**src/rtl/equeue_int_if.sv**
```systemverilog
`default_nettype none
// ============================================================================
// Module   : equeue_int_if
// Brief    : Enqueue, CDB snoop and issue bundle for the integer issue queue.
// Revision : 1.0
// ============================================================================
interface equeue_int_if #(
  parameter int DEPTH  = 4,
  parameter int W_TAG  = 6,
  parameter int W_DATA = 32
);
  localparam int c_w_cnt = $clog2(DEPTH) + 1;

  logic [15:0]        equeue_imm;
  logic [W_TAG-1:0]   equeue_rdtag;
  logic [W_TAG-1:0]   equeue_rstag;
  logic [W_TAG-1:0]   equeue_rttag;
  logic [W_DATA-1:0]  equeue_rsdata;
  logic [W_DATA-1:0]  equeue_rtdata;
  logic               equeue_rsvalid;
  logic               equeue_rtvalid;
  logic [3:0]         equeueint_opcode;
  logic               equeueint_en;
  logic               equeueint_ready;

  logic [W_TAG-1:0]   cdb_tag;
  logic               cdb_valid;
  logic [W_DATA-1:0]  cdb_data;

  logic               issue_valid;
  logic               issue_ready;
  logic [3:0]         issue_opcode;
  logic [W_DATA-1:0]  issue_rsdata;
  logic [W_DATA-1:0]  issue_rtdata;
  logic [15:0]        issue_imm;
  logic [W_TAG-1:0]   issue_rdtag;
  logic [c_w_cnt-1:0] count;

  modport master (
    output equeue_imm, equeue_rdtag, equeue_rstag, equeue_rttag,
    output equeue_rsdata, equeue_rtdata, equeue_rsvalid, equeue_rtvalid,
    output equeueint_opcode, equeueint_en,
    output cdb_tag, cdb_valid, cdb_data,
    output issue_ready,
    input  equeueint_ready, issue_valid, issue_opcode, issue_rsdata,
    input  issue_rtdata, issue_imm, issue_rdtag, count
  );

  modport slave (
    input  equeue_imm, equeue_rdtag, equeue_rstag, equeue_rttag,
    input  equeue_rsdata, equeue_rtdata, equeue_rsvalid, equeue_rtvalid,
    input  equeueint_opcode, equeueint_en,
    input  cdb_tag, cdb_valid, cdb_data,
    input  issue_ready,
    output equeueint_ready, issue_valid, issue_opcode, issue_rsdata,
    output issue_rtdata, issue_imm, issue_rdtag, count
  );
endinterface
`default_nettype wire

```
**src/rtl/equeue_int.sv**
```systemverilog
`default_nettype none
// ============================================================================
// Module   : equeue_int
// Brief    : Compacting, age-ordered integer issue queue with CDB wake-up.
//            Define EQUEUEINT_WAKEUP_BYPASS_EN for same-cycle wake-to-issue.
// Revision : 1.0
// ============================================================================
module equeue_int #(
  parameter int DEPTH  = 4,
  parameter int W_TAG  = 6,
  parameter int W_DATA = 32
) (
  input wire          clk,
  input wire          reset,
  equeue_int_if.slave bus
);
  localparam int c_w_cnt = $clog2(DEPTH) + 1;

  typedef struct packed {
    logic              busy;
    logic [3:0]        opcode;
    logic [15:0]       imm;
    logic [W_TAG-1:0]  rdtag;
    logic [W_TAG-1:0]  rstag;
    logic [W_TAG-1:0]  rttag;
    logic [W_DATA-1:0] rsdata;
    logic [W_DATA-1:0] rtdata;
    logic              rsvalid;
    logic              rtvalid;
  } entry_t;

  entry_t             r_q   [DEPTH];
  entry_t             w_wk  [DEPTH+1];
  entry_t             w_nxt [DEPTH];
  entry_t             w_new;
  logic [c_w_cnt-1:0] r_count;
  logic [c_w_cnt-1:0] w_count_nxt;
  logic [c_w_cnt-1:0] w_sel;
  logic [c_w_cnt-1:0] w_wr_idx;
  logic [DEPTH-1:0]   w_wake_rs;
  logic [DEPTH-1:0]   w_wake_rt;
  logic [DEPTH-1:0]   w_rdy;
  logic [W_DATA-1:0]  w_eff_rs [DEPTH];
  logic [W_DATA-1:0]  w_eff_rt [DEPTH];
  logic               w_sel_found;
  logic               w_deq;
  logic               w_enq;
  logic               w_ready;

  logic [3:0]         w_iss_opcode;
  logic [W_DATA-1:0]  w_iss_rsdata;
  logic [W_DATA-1:0]  w_iss_rtdata;
  logic [15:0]        w_iss_imm;
  logic [W_TAG-1:0]   w_iss_rdtag;

  // Per-entry wake detection and effective operand state seen by select.
  for (genvar g = 0; g < DEPTH; g++) begin : g_entry
    assign w_wake_rs[g] = r_q[g].busy & ~r_q[g].rsvalid & bus.cdb_valid &
                          (bus.cdb_tag == r_q[g].rstag);
    assign w_wake_rt[g] = r_q[g].busy & ~r_q[g].rtvalid & bus.cdb_valid &
                          (bus.cdb_tag == r_q[g].rttag);
`ifdef EQUEUEINT_WAKEUP_BYPASS_EN
    assign w_rdy[g]    = r_q[g].busy & (r_q[g].rsvalid | w_wake_rs[g]) &
                         (r_q[g].rtvalid | w_wake_rt[g]);
    assign w_eff_rs[g] = w_wake_rs[g] ? bus.cdb_data : r_q[g].rsdata;
    assign w_eff_rt[g] = w_wake_rt[g] ? bus.cdb_data : r_q[g].rtdata;
`else
    assign w_rdy[g]    = r_q[g].busy & r_q[g].rsvalid & r_q[g].rtvalid;
    assign w_eff_rs[g] = r_q[g].rsdata;
    assign w_eff_rt[g] = r_q[g].rtdata;
`endif
  end

  // Oldest-first select; outputs stay zero when nothing is issuable.
  always_comb begin
    w_sel_found  = 1'b0;
    w_sel        = '0;
    w_iss_opcode = '0;
    w_iss_rsdata = '0;
    w_iss_rtdata = '0;
    w_iss_imm    = '0;
    w_iss_rdtag  = '0;
    for (int i = 0; i < DEPTH; i++) begin
      if (w_rdy[i] && !w_sel_found) begin
        w_sel_found  = 1'b1;
        w_sel        = c_w_cnt'(i);
        w_iss_opcode = r_q[i].opcode;
        w_iss_rsdata = w_eff_rs[i];
        w_iss_rtdata = w_eff_rt[i];
        w_iss_imm    = r_q[i].imm;
        w_iss_rdtag  = r_q[i].rdtag;
      end
    end
  end

  assign w_ready = (r_count < c_w_cnt'(DEPTH));
  assign w_deq   = w_sel_found & bus.issue_ready;
  assign w_enq   = bus.equeueint_en & w_ready;

  // Incoming entry, capturing a same-cycle broadcast so no wakeup is lost.
  always_comb begin
    w_new         = '0;
    w_new.busy    = 1'b1;
    w_new.opcode  = bus.equeueint_opcode;
    w_new.imm     = bus.equeue_imm;
    w_new.rdtag   = bus.equeue_rdtag;
    w_new.rstag   = bus.equeue_rstag;
    w_new.rttag   = bus.equeue_rttag;
    w_new.rsdata  = bus.equeue_rsdata;
    w_new.rtdata  = bus.equeue_rtdata;
    w_new.rsvalid = bus.equeue_rsvalid;
    w_new.rtvalid = bus.equeue_rtvalid;
    if (!bus.equeue_rsvalid && bus.cdb_valid && (bus.cdb_tag == bus.equeue_rstag)) begin
      w_new.rsvalid = 1'b1;
      w_new.rsdata  = bus.cdb_data;
    end
    if (!bus.equeue_rtvalid && bus.cdb_valid && (bus.cdb_tag == bus.equeue_rttag)) begin
      w_new.rtvalid = 1'b1;
      w_new.rtdata  = bus.cdb_data;
    end
  end

  // Wake in place, then compact over the issued slot, then append.
  always_comb begin
    for (int i = 0; i < DEPTH; i++) begin
      w_wk[i] = r_q[i];
      if (w_wake_rs[i]) begin
        w_wk[i].rsvalid = 1'b1;
        w_wk[i].rsdata  = bus.cdb_data;
      end
      if (w_wake_rt[i]) begin
        w_wk[i].rtvalid = 1'b1;
        w_wk[i].rtdata  = bus.cdb_data;
      end
    end
    w_wk[DEPTH] = '0;

    w_wr_idx    = r_count - c_w_cnt'(w_deq);
    w_count_nxt = w_wr_idx + c_w_cnt'(w_enq);

    for (int i = 0; i < DEPTH; i++) begin
      if (w_deq && (c_w_cnt'(i) >= w_sel)) begin
        w_nxt[i] = w_wk[i+1];
      end else begin
        w_nxt[i] = w_wk[i];
      end
      if (w_enq && (c_w_cnt'(i) == w_wr_idx)) begin
        w_nxt[i] = w_new;
      end
    end
  end

  always_ff @(posedge clk or negedge reset) begin
    if (!reset) begin
      r_count <= '0;
      for (int i = 0; i < DEPTH; i++) begin
        r_q[i] <= '0;
      end
    end else begin
      r_count <= w_count_nxt;
      for (int i = 0; i < DEPTH; i++) begin
        r_q[i] <= w_nxt[i];
      end
    end
  end

  assign bus.equeueint_ready = w_ready;
  assign bus.issue_valid     = w_sel_found;
  assign bus.issue_opcode    = w_iss_opcode;
  assign bus.issue_rsdata    = w_iss_rsdata;
  assign bus.issue_rtdata    = w_iss_rtdata;
  assign bus.issue_imm       = w_iss_imm;
  assign bus.issue_rdtag     = w_iss_rdtag;
  assign bus.count           = r_count;

endmodule
`default_nettype wire

```
**src/flat_wrapper.sv**
```systemverilog
// flat-port wrapper written by rule: the top's interface ports become plain ports
module equeue_int_flat 
#(
  parameter int DEPTH  = 4,
  parameter int W_TAG  = 6,
  parameter int W_DATA = 32
)
  (clk, reset, bus_equeue_imm, bus_equeue_rdtag, bus_equeue_rstag, bus_equeue_rttag, bus_equeue_rsdata, bus_equeue_rtdata, bus_equeue_rsvalid, bus_equeue_rtvalid, bus_equeueint_opcode, bus_equeueint_en, bus_cdb_tag, bus_cdb_valid, bus_cdb_data, bus_issue_ready, bus_equeueint_ready, bus_issue_valid, bus_issue_opcode, bus_issue_rsdata, bus_issue_rtdata, bus_issue_imm, bus_issue_rdtag, bus_count);
  equeue_int_if #(.DEPTH(DEPTH), .W_TAG(W_TAG), .W_DATA(W_DATA)) bus_i ();
  input wire clk;
  input wire reset;
  input wire logic [$bits(bus_i.equeue_imm)-1:0] bus_equeue_imm;
  input wire logic [$bits(bus_i.equeue_rdtag)-1:0] bus_equeue_rdtag;
  input wire logic [$bits(bus_i.equeue_rstag)-1:0] bus_equeue_rstag;
  input wire logic [$bits(bus_i.equeue_rttag)-1:0] bus_equeue_rttag;
  input wire logic [$bits(bus_i.equeue_rsdata)-1:0] bus_equeue_rsdata;
  input wire logic [$bits(bus_i.equeue_rtdata)-1:0] bus_equeue_rtdata;
  input wire logic [$bits(bus_i.equeue_rsvalid)-1:0] bus_equeue_rsvalid;
  input wire logic [$bits(bus_i.equeue_rtvalid)-1:0] bus_equeue_rtvalid;
  input wire logic [$bits(bus_i.equeueint_opcode)-1:0] bus_equeueint_opcode;
  input wire logic [$bits(bus_i.equeueint_en)-1:0] bus_equeueint_en;
  input wire logic [$bits(bus_i.cdb_tag)-1:0] bus_cdb_tag;
  input wire logic [$bits(bus_i.cdb_valid)-1:0] bus_cdb_valid;
  input wire logic [$bits(bus_i.cdb_data)-1:0] bus_cdb_data;
  input wire logic [$bits(bus_i.issue_ready)-1:0] bus_issue_ready;
  output wire logic [$bits(bus_i.equeueint_ready)-1:0] bus_equeueint_ready;
  output wire logic [$bits(bus_i.issue_valid)-1:0] bus_issue_valid;
  output wire logic [$bits(bus_i.issue_opcode)-1:0] bus_issue_opcode;
  output wire logic [$bits(bus_i.issue_rsdata)-1:0] bus_issue_rsdata;
  output wire logic [$bits(bus_i.issue_rtdata)-1:0] bus_issue_rtdata;
  output wire logic [$bits(bus_i.issue_imm)-1:0] bus_issue_imm;
  output wire logic [$bits(bus_i.issue_rdtag)-1:0] bus_issue_rdtag;
  output wire logic [$bits(bus_i.count)-1:0] bus_count;
  assign bus_i.equeue_imm = bus_equeue_imm;
  assign bus_i.equeue_rdtag = bus_equeue_rdtag;
  assign bus_i.equeue_rstag = bus_equeue_rstag;
  assign bus_i.equeue_rttag = bus_equeue_rttag;
  assign bus_i.equeue_rsdata = bus_equeue_rsdata;
  assign bus_i.equeue_rtdata = bus_equeue_rtdata;
  assign bus_i.equeue_rsvalid = bus_equeue_rsvalid;
  assign bus_i.equeue_rtvalid = bus_equeue_rtvalid;
  assign bus_i.equeueint_opcode = bus_equeueint_opcode;
  assign bus_i.equeueint_en = bus_equeueint_en;
  assign bus_i.cdb_tag = bus_cdb_tag;
  assign bus_i.cdb_valid = bus_cdb_valid;
  assign bus_i.cdb_data = bus_cdb_data;
  assign bus_i.issue_ready = bus_issue_ready;
  assign bus_equeueint_ready = bus_i.equeueint_ready;
  assign bus_issue_valid = bus_i.issue_valid;
  assign bus_issue_opcode = bus_i.issue_opcode;
  assign bus_issue_rsdata = bus_i.issue_rsdata;
  assign bus_issue_rtdata = bus_i.issue_rtdata;
  assign bus_issue_imm = bus_i.issue_imm;
  assign bus_issue_rdtag = bus_i.issue_rdtag;
  assign bus_count = bus_i.count;
  equeue_int #(.DEPTH(DEPTH), .W_TAG(W_TAG), .W_DATA(W_DATA)) u_core (.clk(clk), .reset(reset), .bus(bus_i));
endmodule
```
**config.mk**
```make
export PLATFORM = sky130hd
export DESIGN_NAME = equeue_int_flat
export DESIGN_NICKNAME = d
export VERILOG_FILES = /design/src/rtl/equeue_int_if.sv /design/src/rtl/equeue_int.sv /design/src/flat_wrapper.sv
export SDC_FILE = /design/constraint.sdc
export NUM_CORES = 1
export LEC_CHECK = 0
export BUFFER_PORTS_ARGS = -buffer_cell sky130_fd_sc_hd__buf_2
export CAP_MARGIN = 40
export CORE_MARGIN = 5
export CORE_UTILIZATION = 30
export CTS_BUF_LIST = sky130_fd_sc_hd__clkbuf_4 sky130_fd_sc_hd__clkbuf_8
export CTS_CLUSTER_SIZE = 12
export DETAILED_ROUTE_END_ITERATION = 10
export GPL_ROUTABILITY_DRIVEN = 0
export MAX_ROUTING_LAYER = met4
export SLEW_MARGIN = 20
export SYNTH_ARGS = -nofsm -noshare
export SYNTH_HDL_FRONTEND = slang
export SYNTH_SLANG_ARGS = --single-unit
```
**constraint.sdc**
```tcl
create_clock -name clk -period 4.05 [get_ports clk]
set_input_delay 0.81 -clock clk [delete_from_list [all_inputs] [get_ports clk]]
set_output_delay 0.81 -clock clk [all_outputs]
set_load 0.03 [all_outputs]
```
# Yosys cells after proc, flatten, opt, wreduce, memory -nomap -nowiden
# Cells that the tools add are included.
[totals]
word_cells = 185
ff_bits = 423
in_bits = 147
out_inout_bits = 95
[classes]
bitwise = 42
addsub = 2
n_lt_le_gt_ge = 5
mux = 55
n_reduce_logical = 27
eq_ne = 13
[ops]
columns = ["op", "n"]
rows = [
  ["$mux W105", 8],
  ["$mux W32", 18],
  ["$mux W16", 4],
  ["$eq A6 B6 Y1", 10],
  ["$and A1 B1 Y1", 34],
  ["$mux W6", 4],
  ["$mux W4", 4],
  ["$logic_and A1 B1 Y1", 15],
  ["$mux W1", 15],
  ["$not A1 Y1", 8],
  ["$reduce_bool A2 Y1", 4],
  ["$eq A2 B3 Y1 const A", 2],
  ["$reduce_bool A3 Y1", 2],
  ["$logic_not A1 Y1", 5],
  ["$ge A1 B2 Y1 const A", 2],
  ["$ge A2 B2 Y1 const A", 2],
  ["$mux W2", 2],
  ["$add A3 B1 Y3", 1],
  ["$eq A1 B3 Y1 const A", 1],
  ["$logic_not A3 Y1", 1],
  ["$lt A3 B3 Y1 const B", 1],
  ["$sub A3 B1 Y3", 1],
]

# Logic depth before layout (Yosys ltp)
[depth]
depth_word = 17
mapped_depth = 17
mapped_depth_nobuf = 13

# Worst setup path after synthesis
# No wires, ideal clock.
[synth_timing]
path_kind = "register -> register"
from = "reg u_core.r_q[316] in the netlist's numbering"
to = "reg u_core.r_q[336] in the netlist's numbering"
path_stages_with_launch = 18
path_buffers = 6
t_arrival_ns = 3.637
required_ns = 3.956
setup_ns = 0.094
slack_ns = 0.319
synth_period_minus_slack_ns = 3.731
path_cell_list = "dfrtp_1 > and3_1 > buf_2 > nor3_1 > nand2_1 > nand2_1 > clkbuf_1 > inv_1 > ha_1 > ha_1 > clkbuf_1 > and3_1 > or3_1 > buf_4 > and2_4 > buf_8 > buf_12 > a221oi_2"
[synth_between]
elab_chain_len = 17
elab_cells_between_ends = 24
cone_classes = "1 x add/sub; 1 x order compare; 9 x mux; 3 x bitwise; 10 x reduce/logical"
[synth_lines]
columns = ["item", "line", "text"]
rows = [
  ["from (decl)", "equeue_int.sv:32", "entry_t r_q [DEPTH];"],
  ["from (signal, indexed assignment)", "equeue_int.sv:162", "r_q[i] <= w_nxt[i];"],
  ["$and A1 B1 Y1 * (2 in a row)", "equeue_int.sv:68", "assign w_rdy[g] = r_q[g].busy & r_q[g].rsvalid & r_q[g].rtvalid;"],
  ["$mux W1 *", "equeue_int.sv:84", "if (w_rdy[i] && !w_sel_found) begin"],
  ["$logic_not A1 Y1", "equeue_int.sv:84", ""],
  ["$logic_and A1 B1 Y1", "equeue_int.sv:84", ""],
  ["$mux W1 *", "equeue_int.sv:84", ""],
  ["$logic_not A1 Y1", "equeue_int.sv:84", ""],
  ["$logic_and A1 B1 Y1", "equeue_int.sv:84", ""],
  ["$mux W1 *", "equeue_int.sv:84", ""],
  ["$logic_not A1 Y1", "equeue_int.sv:84", ""],
  ["$logic_and A1 B1 Y1", "equeue_int.sv:84", ""],
  ["$mux W1 *", "equeue_int.sv:84", ""],
  ["net bus_issue_valid", "flat_wrapper.sv:27", "output wire logic [$bits(bus_i.issue_valid)-1:0] bus_issue_valid;"],
  ["$and A1 B1 Y1 *", "equeue_int.sv:97", "assign w_deq = w_sel_found & bus.issue_ready;"],
  ["$sub A3 B1 Y3", "equeue_int.sv:138", "w_wr_idx = r_count - c_w_cnt'(w_deq);"],
  ["$logic_not A3 Y1", "equeue_int.sv:147", "if (w_enq && (c_w_cnt'(i) == w_wr_idx)) begin"],
  ["$logic_and A1 B1 Y1", "equeue_int.sv:147", ""],
  ["$reduce_bool A3 Y1 (no source line) / $mux W105 (equally long branches)", "--", ""],
]
# The timed path passes the listed nets; every way through them passes the cells marked *. The select of a mux whose other input is x is not followed.
# A chain may end at the register's enable or synchronous reset.

# Worst setup path after layout
[layout_timing]
from = "reg u_core.r_q[316] in the netlist's numbering"
to = "out bus_issue_rtdata[30]"
[layout_between]
elab_chain_len = 12
elab_cells_between_ends = 15
cone_classes = "7 x mux; 2 x bitwise; 6 x reduce/logical"
[layout_lines]
columns = ["item", "line", "text"]
rows = [
  ["$and A1 B1 Y1 * (2 in a row)", "equeue_int.sv:68", ""],
  ["$mux W1", "equeue_int.sv:84", ""],
  ["$logic_not A1 Y1", "equeue_int.sv:84", ""],
  ["$logic_and A1 B1 Y1", "equeue_int.sv:84", ""],
  ["$mux W1", "equeue_int.sv:84", ""],
  ["$logic_not A1 Y1", "equeue_int.sv:84", ""],
  ["$logic_and A1 B1 Y1", "equeue_int.sv:84", ""],
  ["$mux W1", "equeue_int.sv:84", ""],
  ["$logic_not A1 Y1", "equeue_int.sv:84", ""],
  ["$logic_and A1 B1 Y1", "equeue_int.sv:84", ""],
  ["$mux W32 *", "equeue_int.sv:84", ""],
  ["to (decl)", "flat_wrapper.sv:30", "output wire logic [$bits(bus_i.issue_rtdata)-1:0] bus_issue_rtdata;"],
]
# Every way passes the cells marked *; elsewhere a longest branch is shown, timed or not.

==> flow_summary.toml <==
[global_routing]
grt_start_max_net_pins = 92
grt_pass1_wl_mm = 137
grt_antenna_before_repair = 21
grt_overflow = 0
grt_usage = 0.218
grt_pass1_vias = 21200

[finish]
drive_gt1_frac = 0.196
seqCellArea_um2 = 10600
multi_input_area_um2 = 12000
area_growth_pct = 17.7
nNetsFinal = 2814
fill_cells = 8004
design_area_um2 = 27600
layout.cells.non_filler = 3780

[synthesis]
syn_inst = 2538
synth-compound-area-share = 0.246
synth_top_family_by_area = "compound AO/OA/AOI/OAI gates"
synth_area_leaders = "dfrtp_1 45%, mux2i_1 9.1%, nand2_1 5.1%"
synth.avg_cell_area_um2 = 9.25
ys_ff_latch = 423
synth-simple-area-share = 0.128
synthMuxAreaShare = 0.0984
ys_async_sr_fraction = 1.00
synth-edff-count = 0
synth_nets = 2688
synth_area_um2 = 23500
synth_flop_cell = "dfrtp_1"
synthTopCellsByCount = "423 x dfrtp_1, 322 x nand2_1, 274 x nor2_1"
ys_warn_count = 0
yosysMostFrequentCell = "dfrtp_1"
synthDistinctLibCells = 56
synthXorXnorAreaFrac = 0.0235
synthAdderAreaFrac = 0.00160
yosysSeqAreaShare = 0.451
yosysTopAreaCell = "dfrtp_1"
synth_top_cell_area_share = 0.451

[route]
firstDrtPassIters = 10
drt_iter0_drc = 2835
dr_total_vias = 21800
avgViaCountPerCell = 5.78
wl_per_cell_um = 24.4
drtAntennaViolNets = 0
routed_wl_mm = 92.2
routed-wl-met3_mm = 8.58
drc = 0
routed-wl-met2_mm = 41.2
routed.top_layer = "met4"
wl_met1_mm = 39.8

[clock_network]
hold_buffers = 0
cts_tree = "yes"
cts.path.max_buffers = 3
numCtsBuffers = 83
cts_htree_levels = 3
clk_latency_ns = 0.68
path_clk_slew_ns = 0.06
clockRootBuffer = "clkbuf_8"
clock-sinks = 423

[place]
dp_hpwl_mm = 53.8
port_buffers = 241
numPlacedInstances = 3619
dpl-instance-area_um2 = 25900
dpl_worst_slack_ns = 0.740

[sta]
slew_violations = 0
final_hold_viol_count = 0
setup_viol = 0
setup_tns_ns = 0
rsz0062_at_grt = "no"
setup_slack_ns = 0.190
worstMarginPinSlew_ns = 0.867
period_share = 0.953
layout_min_cycle_time_ns = 3.86
fmax_ghz = 0.259
max-slew-margin-rel = 0.422
finalClockSkew_ns = 0.0397

[setup_path]
critical-path-top-delay-family = "buffers and inverters"
r2r_cells = 15
r2r_end = "u_core.r_q[366]"
crit_buf_inv = 2
start_kind = "flip-flop"
endpoint_kind = "primary output"
r2r-start = "u_core.r_q[316]"
worst-setup-path-type = "flip-flop to primary output"
crit_chain = "and3_4 -> nor3_2 -> buf_12 -> a222oi_1 -> a21oi_1 -> buf_2"
r2r_setup_slack_ns = 0.71
crit_fanout = 65
critPathArrivalTime_ns = 3.05
slowest_stage = "dfrtp_1"
max_stage_delay_ns = 0.43
worstPathRequired_ns = 3.24

[floorplanning]
io-pin-count = 242
fp.coreArea_um2 = 77600
start_util = 0.303
die_width_um = 290
die_area_um2 = 84000
core.rowCount = 102
die_height_um = 290

[power]
cellPowerDensity_nw_per_um2 = 875
leakage_nw = 12.3
ir_drop_v = 0.000565

[status]
outcome = "finished, final reports clean"

[min_path]
hold_path_class = "primary input to async pin"

[flow_run]
cap_violations = 0
worst max-delay path by stage:
stage | slack, ns | to | depth (start not counted) | startpoint
2_1_floorplan | 0.32 | u_core.r_q[336] | 17 | u_core.r_q[316]
3_3_place_gp | 0.67 | u_core.r_q[224] | 8 | bus_cdb_tag[2]
3_5_place_dp | 0.74 | bus_issue_rtdata[0] | 6 | u_core.r_q[316]
4_1_cts | 0.04 | bus_issue_rtdata[31] | 6 | u_core.r_q[316]
5_1_grt | 0.12 | bus_issue_rtdata[30] | 6 | u_core.r_q[316]
6_report | 0.19 | bus_issue_rtdata[30] | 6 | u_core.r_q[316]
power breakdown:
| group | switching (mW) | total (mW) | internal (mW) |
|---|---|---|---|
| Sequential | 1.58 | 7.94 | 6.36 |
| Combinational | 7.42 | 11.7 | 4.25 |
| Clock | 1.98 | 4.56 | 2.57 |
| Total | 11.0 | 24.2 | 13.2 |
state kept, by name (all words and copies together), names as in the netlist:
name              flops
u_core.r_q          420
u_core.bus.count      3
layout make-up:
type / instances / area share
Multi-Input combinational cell: 1837 / 0.432
Tap cell: 1040 / 0.0471
Timing Repair Buffer: 311 / 0.0725
Antenna cell: 22 / 0.00199
Clock inverter: 15 / 0.00584
Clock buffer: 124 / 0.0561
Inverter: 8 / 0.00109
Sequential cell: 423 / 0.383
metrics by stage:
step                utilization  hold WS, ns  power [mW]
detailed placement        0.333        0.513        19.5
global route              0.356        0.147        25.6
global placement          0.333        0.508        19.3
CTS                       0.355        0.146        24.1
finish                    0.356        0.125        24.2
floorplan                     -        0.490        15.6
cell usage in the layout (no fill, tap or decap), types with 22 or more instances in the layout:
cell,count
mux2i_1,214
xor2_1,22
clkbuf_8,99
a31oi_1,78
o211ai_1,83
o21ai_0,142
nand2_1,320
nand3_1,53
o22a_1,81
buf_2,240
o31ai_1,45
a21oi_1,96
dfrtp_1,423
diode_2,22
buf_4,49
clkbuf_4,25
o22ai_1,110
nor2_1,273
a222oi_1,90
xnor2_1,41
a221oi_1,32
per-layer routing:
layer,up-vias,GRT usage
met4,0,0.0817
met2,1190,0.319
met5,-,-
met3,189,0.0459
li1,9695,-
met1,10800,0.298
cell families after synthesis:
kind of cell,after synthesis
AOI/OAI and AO/OA,815
and+or+nand+nor,727
DFF,423
buffers and inverters,278
muxes,229
xor gates and xnor gates,63
adders and majority gates,3
timing repair:
action / in CTS / in global routing
buffers inserted: 0 / 0
endpoints found under the setup margin: 1 / 1
resized for setup: 1 / 1
gates cloned: 0 / 0
Note: power is estimated with default switching activity, not from simulation.
